<file path="src/rtl/l2_dbg_pkg.sv">
// Shared definitions for the L2 debug trace arbiter.
// Optional feature macro: L2_DBG_TRACE_TS_EN (per-entry capture timestamps).
`ifndef NOC_DATA_WIDTH
`define NOC_DATA_WIDTH 64
`endif

package l2_dbg_pkg;

    localparam logic [1:0] CH_NONE = 2'd0;
    localparam logic [1:0] CH_NOC1 = 2'd1;
    localparam logic [1:0] CH_NOC2 = 2'd2;
    localparam logic [1:0] CH_NOC3 = 2'd3;

    localparam int unsigned TS_W = 32;

    typedef struct packed {
        logic [TS_W-1:0]            ts;
        logic [`NOC_DATA_WIDTH-1:0] data;
    } trace_entry_t;

    typedef enum logic {
        ST_IDLE = 1'b0,
        ST_HOLD = 1'b1
    } trc_state_t;

    // Round-robin pick: search starts after `last` and wraps 3 -> 1.
    // req[0] is channel 1. Returns CH_NONE when nothing is requesting.
    function automatic logic [1:0] rr_pick(input logic [1:0] last, input logic [2:0] req);
        logic [1:0] cand;
        logic [1:0] pick;
        pick = CH_NONE;
        cand = last;
        for (int unsigned i = 0; i < 3; i++) begin
            cand = (cand == CH_NOC3) ? CH_NOC1 : cand + 2'd1;
            if (pick == CH_NONE && req[cand - 2'd1]) begin
                pick = cand;
            end
        end
        return pick;
    endfunction

endpackage

</file>
<file path="src/rtl/l2_dbg_trace_fifo.sv">
// Per-channel capture FIFO. Read data comes directly from the storage
// registers; a push into a full FIFO is accepted when it is popped in the
// same cycle.
module l2_dbg_trace_fifo
    import l2_dbg_pkg::*;
#(
    parameter int unsigned W     = 64,
    parameter int unsigned DEPTH = 4
) (
    input  logic         i_clk,
    input  logic         i_rst,
    input  logic         i_push,
    input  logic [W-1:0] i_data,
    input  logic         i_pop,
    output logic [W-1:0] o_data,
    output logic         o_full,
    output logic         o_empty
);

    localparam int unsigned AW = $clog2(DEPTH);

    logic [W-1:0] r_mem [DEPTH];
    logic [AW:0]  r_wptr;
    logic [AW:0]  r_rptr;
    logic         w_do_push;
    logic         w_do_pop;

    assign o_empty   = (r_wptr == r_rptr);
    assign o_full    = (r_wptr[AW] != r_rptr[AW]) && (r_wptr[AW-1:0] == r_rptr[AW-1:0]);
    assign w_do_pop  = i_pop & ~o_empty;
    assign w_do_push = i_push & (~o_full | w_do_pop);
    assign o_data    = r_mem[r_rptr[AW-1:0]];

    // Pointer update; the extra MSB distinguishes full from empty.
    always_ff @(posedge i_clk or posedge i_rst) begin
        if (i_rst) begin
            r_wptr <= '0;
            r_rptr <= '0;
        end else begin
            if (w_do_push) r_wptr <= r_wptr + {{AW{1'b0}}, 1'b1};
            if (w_do_pop)  r_rptr <= r_rptr + {{AW{1'b0}}, 1'b1};
        end
    end

    // Storage write; contents are don't-care until the pointers cover them.
    always_ff @(posedge i_clk) begin
        if (w_do_push) r_mem[r_wptr[AW-1:0]] <= i_data;
    end

endmodule

</file>
<file path="src/rtl/l2_dbg_trace_arb.sv">
// L2 debug trace arbiter: captures noc1/noc2/noc3 handshakes into
// per-channel FIFOs and drains them round-robin into one registered port.
// Optional macro L2_DBG_TRACE_TS_EN adds a 32-bit capture timestamp.
module l2_dbg_trace_arb
    import l2_dbg_pkg::*;
#(
    parameter int unsigned NOC_DATA_WIDTH = `NOC_DATA_WIDTH,
    parameter int unsigned FIFO_DEPTH     = 4,
    parameter int unsigned CNT_W          = 16
) (
    input  logic                      clk,
    input  logic                      rst,
    input  logic                      trace_en,
    input  logic                      drop_clr,
    input  logic                      noc1_valid_in,
    input  logic                      noc1_ready_in,
    input  logic [NOC_DATA_WIDTH-1:0] noc1_data_in,
    input  logic                      noc2_valid_out,
    input  logic                      noc2_ready_out,
    input  logic [NOC_DATA_WIDTH-1:0] noc2_data_out,
    input  logic                      noc3_valid_in,
    input  logic                      noc3_ready_in,
    input  logic [NOC_DATA_WIDTH-1:0] noc3_data_in,
    output logic                      trace_valid,
    input  logic                      trace_ready,
    output logic [1:0]                trace_chan,
    output logic [NOC_DATA_WIDTH-1:0] trace_data,
    output logic [TS_W-1:0]           trace_ts,
    output logic [CNT_W-1:0]          drop_cnt1,
    output logic [CNT_W-1:0]          drop_cnt2,
    output logic [CNT_W-1:0]          drop_cnt3
);

`ifdef L2_DBG_TRACE_TS_EN
    localparam int unsigned ENTRY_W = TS_W + NOC_DATA_WIDTH;
    logic [TS_W-1:0] r_ts;
    logic [TS_W-1:0] r_trace_ts;
`else
    localparam int unsigned ENTRY_W = NOC_DATA_WIDTH;
`endif

    trc_state_t                r_state;
    trc_state_t                w_state_nxt;
    logic [1:0]                r_last;
    logic [1:0]                r_trace_chan;
    logic [NOC_DATA_WIDTH-1:0] r_trace_data;
    logic [CNT_W-1:0]          r_drop [3];

    logic [2:0]                w_cap;
    logic [2:0]                w_full;
    logic [2:0]                w_empty;
    logic [2:0]                w_pop;
    logic [2:0]                w_drop;
    logic [NOC_DATA_WIDTH-1:0] w_din [3];
    logic [ENTRY_W-1:0]        w_wr  [3];
    logic [ENTRY_W-1:0]        w_rd  [3];
    logic [ENTRY_W-1:0]        w_sel;
    logic [1:0]                w_grant;
    logic                      w_free;
    logic                      w_load;

    assign w_cap = {noc3_valid_in  & noc3_ready_in,
                    noc2_valid_out & noc2_ready_out,
                    noc1_valid_in  & noc1_ready_in} & {3{trace_en}};
    assign w_din[0] = noc1_data_in;
    assign w_din[1] = noc2_data_out;
    assign w_din[2] = noc3_data_in;

    assign trace_valid = (r_state == ST_HOLD);
    assign w_free      = (r_state == ST_IDLE) || trace_ready;
    assign w_grant     = rr_pick(r_last, ~w_empty);
    assign w_pop       = {w_free && (w_grant == CH_NOC3),
                          w_free && (w_grant == CH_NOC2),
                          w_free && (w_grant == CH_NOC1)};
    assign w_drop      = w_cap & w_full & ~w_pop;

    // Build FIFO write entries, prefixing the timestamp when enabled.
    always_comb begin
        for (int unsigned i = 0; i < 3; i++) begin
`ifdef L2_DBG_TRACE_TS_EN
            w_wr[i] = {r_ts, w_din[i]};
`else
            w_wr[i] = w_din[i];
`endif
        end
    end

    for (genvar g = 0; g < 3; g++) begin : g_fifo
        l2_dbg_trace_fifo #(
            .W     (ENTRY_W),
            .DEPTH (FIFO_DEPTH)
        ) u_fifo (
            .i_clk   (clk),
            .i_rst   (rst),
            .i_push  (w_cap[g]),
            .i_data  (w_wr[g]),
            .i_pop   (w_pop[g]),
            .o_data  (w_rd[g]),
            .o_full  (w_full[g]),
            .o_empty (w_empty[g])
        );
    end

    // Select the head entry of the granted FIFO.
    always_comb begin
        w_sel = '0;
        case (w_grant)
            CH_NOC1: w_sel = w_rd[0];
            CH_NOC2: w_sel = w_rd[1];
            CH_NOC3: w_sel = w_rd[2];
            default: w_sel = '0;
        endcase
    end

    // Output register next state: reload whenever free and a FIFO has data.
    always_comb begin
        w_state_nxt = r_state;
        w_load      = 1'b0;
        if (w_free) begin
            if (w_grant != CH_NONE) begin
                w_state_nxt = ST_HOLD;
                w_load      = 1'b1;
            end else begin
                w_state_nxt = ST_IDLE;
            end
        end
    end

    // Output register state, round-robin pointer and trace payload.
    always_ff @(posedge clk or posedge rst) begin
        if (rst) begin
            r_state      <= ST_IDLE;
            r_last       <= CH_NOC3;
            r_trace_chan <= '0;
            r_trace_data <= '0;
        end else begin
            r_state <= w_state_nxt;
            if (w_load) begin
                r_last       <= w_grant;
                r_trace_chan <= w_grant;
                r_trace_data <= w_sel[NOC_DATA_WIDTH-1:0];
            end
        end
    end

    // Saturating drop counters; clear wins over a same-cycle drop.
    always_ff @(posedge clk or posedge rst) begin
        if (rst) begin
            for (int unsigned i = 0; i < 3; i++) r_drop[i] <= '0;
        end else begin
            for (int unsigned i = 0; i < 3; i++) begin
                if (drop_clr) begin
                    r_drop[i] <= '0;
                end else if (w_drop[i] && (r_drop[i] != '1)) begin
                    r_drop[i] <= r_drop[i] + {{(CNT_W-1){1'b0}}, 1'b1};
                end
            end
        end
    end

`ifdef L2_DBG_TRACE_TS_EN
    // Free-running cycle counter and the timestamp half of the output register.
    always_ff @(posedge clk or posedge rst) begin
        if (rst) begin
            r_ts       <= '0;
            r_trace_ts <= '0;
        end else begin
            r_ts <= r_ts + 32'd1;
            if (w_load) r_trace_ts <= w_sel[ENTRY_W-1 -: TS_W];
        end
    end
    assign trace_ts = r_trace_ts;
`else
    assign trace_ts = '0;
`endif

    assign trace_chan = r_trace_chan;
    assign trace_data = r_trace_data;
    assign drop_cnt1  = r_drop[0];
    assign drop_cnt2  = r_drop[1];
    assign drop_cnt3  = r_drop[2];

endmodule

</file>
<file path="config.mk">
export PLATFORM = sky130hd
export DESIGN_NAME = l2_dbg_trace_arb
export DESIGN_NICKNAME = d
export VERILOG_FILES = /design/src/rtl/l2_dbg_pkg.sv /design/src/rtl/l2_dbg_trace_fifo.sv /design/src/rtl/l2_dbg_trace_arb.sv
export SDC_FILE = /design/constraint.sdc
export NUM_CORES = 1
export LEC_CHECK = 0
export BUFFER_PORTS_ARGS = -buffer_cell sky130_fd_sc_hd__buf_2
export CAP_MARGIN = 10
export CORE_ASPECT_RATIO = 0.8
export CORE_UTILIZATION = 30
export DETAILED_ROUTE_END_ITERATION = 6
export GPL_ROUTABILITY_DRIVEN = 0
export SLEW_MARGIN = 20
export SYNTH_ARGS = -nofsm -noshare
export SYNTH_HDL_FRONTEND = slang
export SYNTH_SLANG_ARGS = --single-unit
export TNS_END_PERCENT = 5
</file>
<file path="constraint.sdc">
create_clock -name clk -period 5.9 [get_ports clk]
set_input_delay 0.59 -clock clk [delete_from_list [all_inputs] [get_ports clk]]
set_output_delay 0.59 -clock clk [all_outputs]
set_load 0.01 [all_outputs]
</file>
**After elaboration in Yosys (flattened, before gate mapping)**

Memories as Yosys holds them, arrays and structs flattened.
Cells that the tools add are included.

- Memory bits (read-only): 0
- Register bits after elaboration: 135
- Output and inout bits: 147
- Memories kept: 3
- Logic and storage cells: 121
- Bits of input ports: 203
- RAM bits: 768
- Bits in latches: 0

Memory list:

| memory | depth | bits a word | read ports | clocked after memory_dff | write ports | line | source |
|---|---|---|---|---|---|---|---|
| g_fifo[0].u_fifo.r_mem | 4 | 64 | 1 | 0 | 1 | l2_dbg_trace_fifo.sv:22 | `logic [W-1:0] r_mem [DEPTH];` |
| g_fifo[1].u_fifo.r_mem | 4 | 64 | 1 | 0 | 1 | l2_dbg_trace_fifo.sv:22 |  |
| g_fifo[2].u_fifo.r_mem | 4 | 64 | 1 | 0 | 1 | l2_dbg_trace_fifo.sv:22 |  |

- Order comparisons: 3
- Multiplexer cells: 27
- Div/mod/pow operators: 0
- Reduce and logical (&&, ||, !) cells: 18
- Multipliers: 0
- Shifts and indexed selects: 0
- Bitwise logic cells: 24
- Add/sub/neg operators: 15
- Equality and inequality tests: 18

Operator list:

| kind | count |
|---|---|
| 64-bit case mux with 3 select lines | 1 |
| 16-bit 2-to-1 mux | 6 |
| 16-bit by 1-bit adder with 16-bit output (second input constant) | 3 |
| 16-bit inequality test (second input constant) | 3 |
| 3-bit by 1-bit adder with 3-bit output (second input constant) | 6 |
| 2-bit 2-to-1 mux | 6 |
| 1-bit logical AND | 11 |
| 1-bit 2-to-1 mux | 11 |
| 2-bit equality test (second input constant) | 5 |
| 1-bit AND | 9 |
| 3-bit AND | 3 |
| 3-bit equality test | 3 |
| 2-bit by 3-bit < comparator with 1-bit output (second input constant) | 3 |
| 2-bit nonzero test | 4 |
| 1-bit NOT | 7 |
| 2-bit by 1-bit adder with 2-bit output (second input constant) | 3 |
| 1-bit binary-select mux with 2-bit select | 3 |
| 2-bit equality test | 3 |
| 3-bit NOT | 2 |
| 2-bit by 1-bit subtractor with 2-bit output (second input constant) | 3 |
| 2-bit logical NOT | 2 |
| 1-bit inequality test | 3 |
| 1-bit bitwise OR | 3 |
| 2-bit by 1-bit equality test with 1-bit output (second input constant) | 1 |
| 1-bit logical OR | 1 |

**Logic depth before layout (Yosys ltp)**

- Word-level depth: 19
- Mapped depth: 11

**Hierarchy**

A second synthesis with hierarchy kept.

- Cells, all modules: 1826
- Area total of the unflattened synthesis: 35268.8 um^2

Modules (own cells, without submodules):

| module | times used | cells an instance | area each (um^2) | seq. area each (um^2) |
|---|---|---|---|---|
| l2_dbg_trace_fifo | 3 | 370 | 9635.5 | 7837.5 |
| l2_dbg_trace_arb | 1 | 716 | 6362.4 | 2930.3 |

**Least setup slack after synthesis**

OpenSTA, ideal clock, no wires.

- Kind: register -> register
- Start: register r_last[0]
- End: memory g_fifo[1].u_fifo.r_mem[0][0] (enable)
- Clock period less this slack: 5488 ps
- Cell stages (with the launch flop): 11
- Arrival: 5002 ps
- Required time: 5414 ps
- Path slack: 412 ps
- Path buffers: 2
- Cells stage by stage: dfstp_2 inv_1 ha_1 buf_1 o311ai_1 a31oi_1 o211ai_2 a2111oi_4 buf_4 o21ai_2 nor2_1

- Word-level cells in the longest chain between the ends: 19
- Elaborated cells on any way between the ends: 32
- Those cells by class: add/sub: 6; eq/ne: 4; mux: 14; bitwise: 3; reduce/logical: 5

RTL lines:

| element | line | source |
|---|---|---|
| start: declaration | l2_dbg_trace_arb.sv:44 | `logic [1:0] r_last;` |
| start signal: assignment | l2_dbg_trace_arb.sv:139 | `r_last <= w_grant;` |
| 2-bit by 1-bit adder with 2-bit output / 2-bit equality test (equally long branches) | l2_dbg_pkg.sv:34 | `cand = (cand == CH_NOC3) ? CH_NOC1 : cand + 2'd1;` |
| 2-bit 2-to-1 mux * | l2_dbg_pkg.sv:34 |  |
| parallel branches: the longest is 9 deep, another holds 2-bit by 1-bit adder with 2-bit output | n/a |  |
| 2-bit 2-to-1 mux * | l2_dbg_pkg.sv:35 | `if (pick == CH_NONE && req[cand - 2'd1]) begin` |
| 2-bit equality test * | l2_dbg_trace_arb.sv:73 | `w_free && (w_grant == CH_NOC2),` |
| 1-bit logical AND * | l2_dbg_trace_arb.sv:73 |  |
| 1-bit AND * | l2_dbg_trace_fifo.sv:30 | `assign w_do_pop = i_pop & ~o_empty;` |
| 1-bit bitwise OR * | l2_dbg_trace_fifo.sv:31 | `assign w_do_push = i_push & (~o_full \| w_do_pop);` |
| 1-bit AND * | l2_dbg_trace_fifo.sv:31 |  |
| 1-bit 2-to-1 mux * | l2_dbg_trace_fifo.sv:47 | `if (w_do_push) r_mem[r_wptr[AW-1:0]] <= i_data;` |
| 1-bit 2-to-1 mux (implied by the code) * | l2_dbg_trace_fifo.sv:47 |  |
| end: declaration | l2_dbg_trace_fifo.sv:22 |  |

Mark *: on every way between the ends. The select of a mux whose other input is x is not followed.

**Worst setup path in the final report**

- Start: register r_last[0]
- End: memory g_fifo[2].u_fifo.r_mem[1][61] (enable)

- Word-level cells in the longest chain between the ends: 19
- Elaborated cells on any way between the ends: 32
- Those cells by class: add/sub: 6; eq/ne: 4; mux: 14; bitwise: 3; reduce/logical: 5

RTL lines:

| element | line | source |
|---|---|---|
| 2-bit by 1-bit adder with 2-bit output / 2-bit equality test (equally long branches) | l2_dbg_pkg.sv:34 |  |
| 2-bit 2-to-1 mux * | l2_dbg_pkg.sv:34 |  |
| parallel branches: the longest is 9 deep, another holds 2-bit by 1-bit adder with 2-bit output | n/a |  |
| 2-bit 2-to-1 mux * | l2_dbg_pkg.sv:35 |  |
| 2-bit equality test * | l2_dbg_trace_arb.sv:72 | `assign w_pop = {w_free && (w_grant == CH_NOC3),` |
| 1-bit logical AND * | l2_dbg_trace_arb.sv:72 |  |
| 1-bit AND * | l2_dbg_trace_fifo.sv:30 |  |
| 1-bit bitwise OR * | l2_dbg_trace_fifo.sv:31 |  |
| 1-bit AND * | l2_dbg_trace_fifo.sv:31 |  |
| 1-bit 2-to-1 mux * | l2_dbg_trace_fifo.sv:47 |  |
| 1-bit 2-to-1 mux (implied by the code) * | l2_dbg_trace_fifo.sv:47 |  |
| end: declaration | l2_dbg_trace_fifo.sv:22 |  |

Marks and branches as above.

==> flow_metrics.tcl <==
set metrics [dict create \
    drc 0 \
    placeable_core_region_um2 119600 \
    starting_density_of_the_core_pct 30.47 \
    netlist.area_leader.share_pct 63.27 \
    timing.critical_path.required_ns 6.25 \
    static-leakage-power_nw 15.28 \
    final.setup.worst_slack_ns 1.600 \
    global_routing_usage_on_met3_pct 5.552 \
    crit_path_largest_cell_delay_ns 0.63 \
    die_x_um 391.7 \
    drtIter0Drc 1739 \
    fin_total_pwr_w 0.02273 \
    timing_hold_violations_final 4 \
    hold_class "in2async" \
    crit_arrival_ns 4.65 \
    grt_util_met2_pct 25.57 \
    synth_area_in_compound_gates_pct 3.409 \
    antenna_violations_before_repair 71 \
    power_density_nw_per_um2 525.7 \
    via_count 19400 \
    post_cts.resized_instances 0 \
    timing.clock.skew_ns 0.03355 \
    port-buffer-count 317 \
    violated_checks "negative hold slack" \
    first_pass_iters 5 \
    synth-seq-area-share_pct 72.55 \
    end_kind "register" \
    area_fraction_in_and_or_nand_and_nor_cells_after_synthesis_pct 3.855 \
    hpwl_um 65050 \
    detail-route-antenna-nets 0 \
    dp_worst_setup_slack_ns 1.627 \
    die-area_um2 122900 \
    setup_tns_ns 0 \
    layout.nets 2478 \
    path_max_fanout 32 \
    first_global_vias 19600 \
    yosys.area.top_type "edfxtp_1" \
    maximum_number_of_pins_on_one_net_before_global_route_repair 87 \
    layout-drive-gt1-share_pct 32.89 \
    critical_path.slowest_cell "and2_4" \
    syn_avg_cell_area_um2 19.13 \
    cts_max_path_buffers 3 \
    synthTopCellsByArea "edfxtp_1 (63%), mux4_2 (12%), dfrtp_1 (9.1%), mux2i_1 (3.6%), o22a_1 (1.5%)" \
    irDropWorstVdd_mv 0.5794 \
    seq_area_um2 26470 \
    endpoints_failing_setup 0 \
    final_period_minus_worst_setup_slack_ns 4.300 \
    drt-vias-per-instance 4.909 \
    cts-buffers-inserted 92 \
    synthesis.yosys.warnings 0 \
    worstSetupPathType "reg2reg" \
    final_max_slew_viol_count 0 \
    cts_tree "yes" \
    synth_edf_count 768 \
    placement_rows 113 \
    start_kind "register" \
    fin_crit_sh_pct 72.88 \
    synth_cell_type_count 64 \
    tightest_slew_ns 1.141 \
    syn_area_um2 36450 \
    multi_input_area_um2 9477 \
    average_detailed_routed_wire_length_per_instance_um 24.91 \
    ys.flop_type "edfxtp_1" \
    fill_cells 11180 \
    finish.utilization_pct 36.14 \
    worst_setup_hold_path_clk_slew_ns 0.06 \
    run_status "complete, but fails checks" \
    worstPathCellList "inv_1, ha_1, inv_1, a41oi_2, a32oi_2, o211ai_2, a21o_1, buf_4, o31ai_2, and2_4, buf_4" \
    max_freq_ghz 0.2326 \
    largest_family_of_logic_cells_by_synthesized_area "multiplexers" \
    grt_overflow_total 0 \
    cts_root_buffer "clkbuf_16" \
    holdBufCountCts 0 \
    floorplan.die.height_um 313.8 \
    clock_insertion_delay_worst_skew_ns 0.69 \
    max_slew_margin_pct 23.92 \
    adder_cell_share_of_the_synthesized_area_pct 0.7552 \
    rsz0062_at_grt "no" \
    postCtsSetupBuffers 0 \
    multiplexer_area_fraction_after_synthesis_pct 16.67 \
    async_reset_ff_share_pct 14.95 \
    syn_to_layout_area_delta_pct 18.61 \
    i_o_pin_cnt 350 \
    grt_pass1_wl_um 141500 \
    gr-max-usage-layer "met2" \
    gr-usage-met1_pct 20.96 \
    gate_count_post_synth 1905 \
    route.final.wire_length_um 98430 \
    worst_hold_check_slack_ns -0.01130 \
    synth_xor_area_share_pct 0.6865 \
    globalRouteTotalUtil_pct 15.96 \
    max-cap-violations 0 \
    postSynthRegisterBits 903 \
    cts_sinks 903 \
    clock_tree.htree_level_count 3 \
]
[critical path, delay by kind of cell (launching register included)]
kind                     cells  cell delay [ns]
buffers and inverters        4             0.85
adder cells (fa/ha/maj)      1             0.26
flip-flops                   1             0.56
AND/OR/NAND/NOR              1             0.63
AO/OA/AOI/OAI                5             1.59
[power breakdown]
group	leakage (nW)	internal, W	switching (W)
combinational	5.20	0.00363	0.00505
sequential	8.57	0.00772	0.000391
clock	1.50	0.00340	0.00254
total	15.3	0.0147	0.00798
[synth_stat cells, types with 4 or more instances]
| cell | instances |
|---|---|
| o21ai_1 | 5 |
| nor2b_1 | 35 |
| xor2_1 | 10 |
| o31ai_1 | 9 |
| or3_1 | 5 |
| clkbuf_1 | 70 |
| inv_1 | 17 |
| ha_1 | 22 |
| nand3_1 | 29 |
| a31oi_1 | 4 |
| o2111ai_1 | 7 |
| buf_2 | 21 |
| o21ai_0 | 5 |
| nand2b_1 | 5 |
| nand4_1 | 15 |
| mux2i_1 | 130 |
| xnor2_1 | 13 |
| or4_1 | 10 |
| and2_1 | 7 |
| nor3_1 | 7 |
| o22a_1 | 64 |
| dfrtp_1 | 133 |
| mux4_2 | 192 |
| mux2_2 | 30 |
| a21oi_1 | 37 |
| o211ai_1 | 4 |
| and4_1 | 6 |
| a21o_1 | 4 |
| buf_4 | 41 |
| edfxtp_1 | 768 |
| buf_1 | 4 |
| nor2_1 | 110 |
| and3_1 | 22 |
| mux2_1 | 10 |
| nand2_1 | 20 |
[routing by layer]
metal  vias to the layer above  wire, um
met2                       678     46650
met4                        62      1870
met1                     10110     40570
li1                       8351         -
met3                       202      8947
met5                         -       395
[final cells by class]
type	instances	share of cell area (%)
inverter	17	0.1765
clock buffer	118	5.736
tap	1610	4.660
multi-input combinational	880	21.92
clock inverter	55	1.389
antenna	10	0.05788
sequential	903	61.22
timing repair buffer	359	4.845
[through the flow]
stage | hold slack [ns] | cells | cell area (um2)
2_1_floorplan | 0.5005 | 1936 | 36570
3_3_place_gp | 0.4697 | 3764 | 39990
3_5_place_dp | 0.4696 | 3765 | 40010
4_1_cts | 0.02927 | 3938 | 43090
5_1_grt | 0.02593 | 3942 | 43210
6_report | -0.01130 | 3952 | 43230
[cell families (layout without fill, tap and decap cells)]
family | count (synthesis) | count (layout)
compound gates | 160 | 160
xor+xnor | 26 | 26
fa+ha+maj | 22 | 22
buf+inv | 153 | 549
flops | 903 | 903
mux | 362 | 362
other cells | 1 | 42
simple gates | 278 | 278
[layout by cell type, fill, tap and decap left out, drive strengths merged, types with 29 or more instances in the layout]
| cell | netlist | final |
|---|---|---|
| edfxtp | 768 | 768 |
| buf | 66 | 359 |
| mux4 | 192 | 192 |
| dfrtp | 133 | 133 |
| mux2i | 130 | 130 |
| clkbuf | 70 | 118 |
| nor2 | 111 | 111 |
| o22a | 64 | 64 |
| mux2 | 40 | 40 |
| a21oi | 38 | 38 |
| nor2b | 35 | 35 |
| clkinv | 0 | 34 |
| conb | 1 | 32 |
| nand3 | 29 | 29 |
[final timing paths]
kind                              startpoint                             to  slack (ns)  cells after the start
setup / recovery                   r_last[0]  g_fifo[2].u_fifo.r_mem[1][61]        1.60                     11
max in group asynchronous                rst                  drop_cnt3[11]        4.66                      3
min in group clk           noc2_data_out[45]  g_fifo[1].u_fifo.r_mem[1][45]        0.12                      1
hold reg to reg                trace_chan[0]                  trace_chan[0]        0.48                      1
hold / removal                           rst                 trace_data[25]       -0.01                      2
setup reg to reg                   r_last[0]  g_fifo[2].u_fifo.r_mem[1][61]        1.60                     11
[registers in the layout (all words and copies together), names as in the netlist]
name	flops
g_fifo.u_fifo.r_mem	768
g_fifo.u_fifo.r_wptr	9
r_last	2
drop_cnt3	16
g_fifo.u_fifo.r_rptr	9
drop_cnt1	16
trace_valid	1
drop_cnt2	16
trace_chan	2
trace_data	64
No activity file was read; power rests on OpenSTA's default activity.
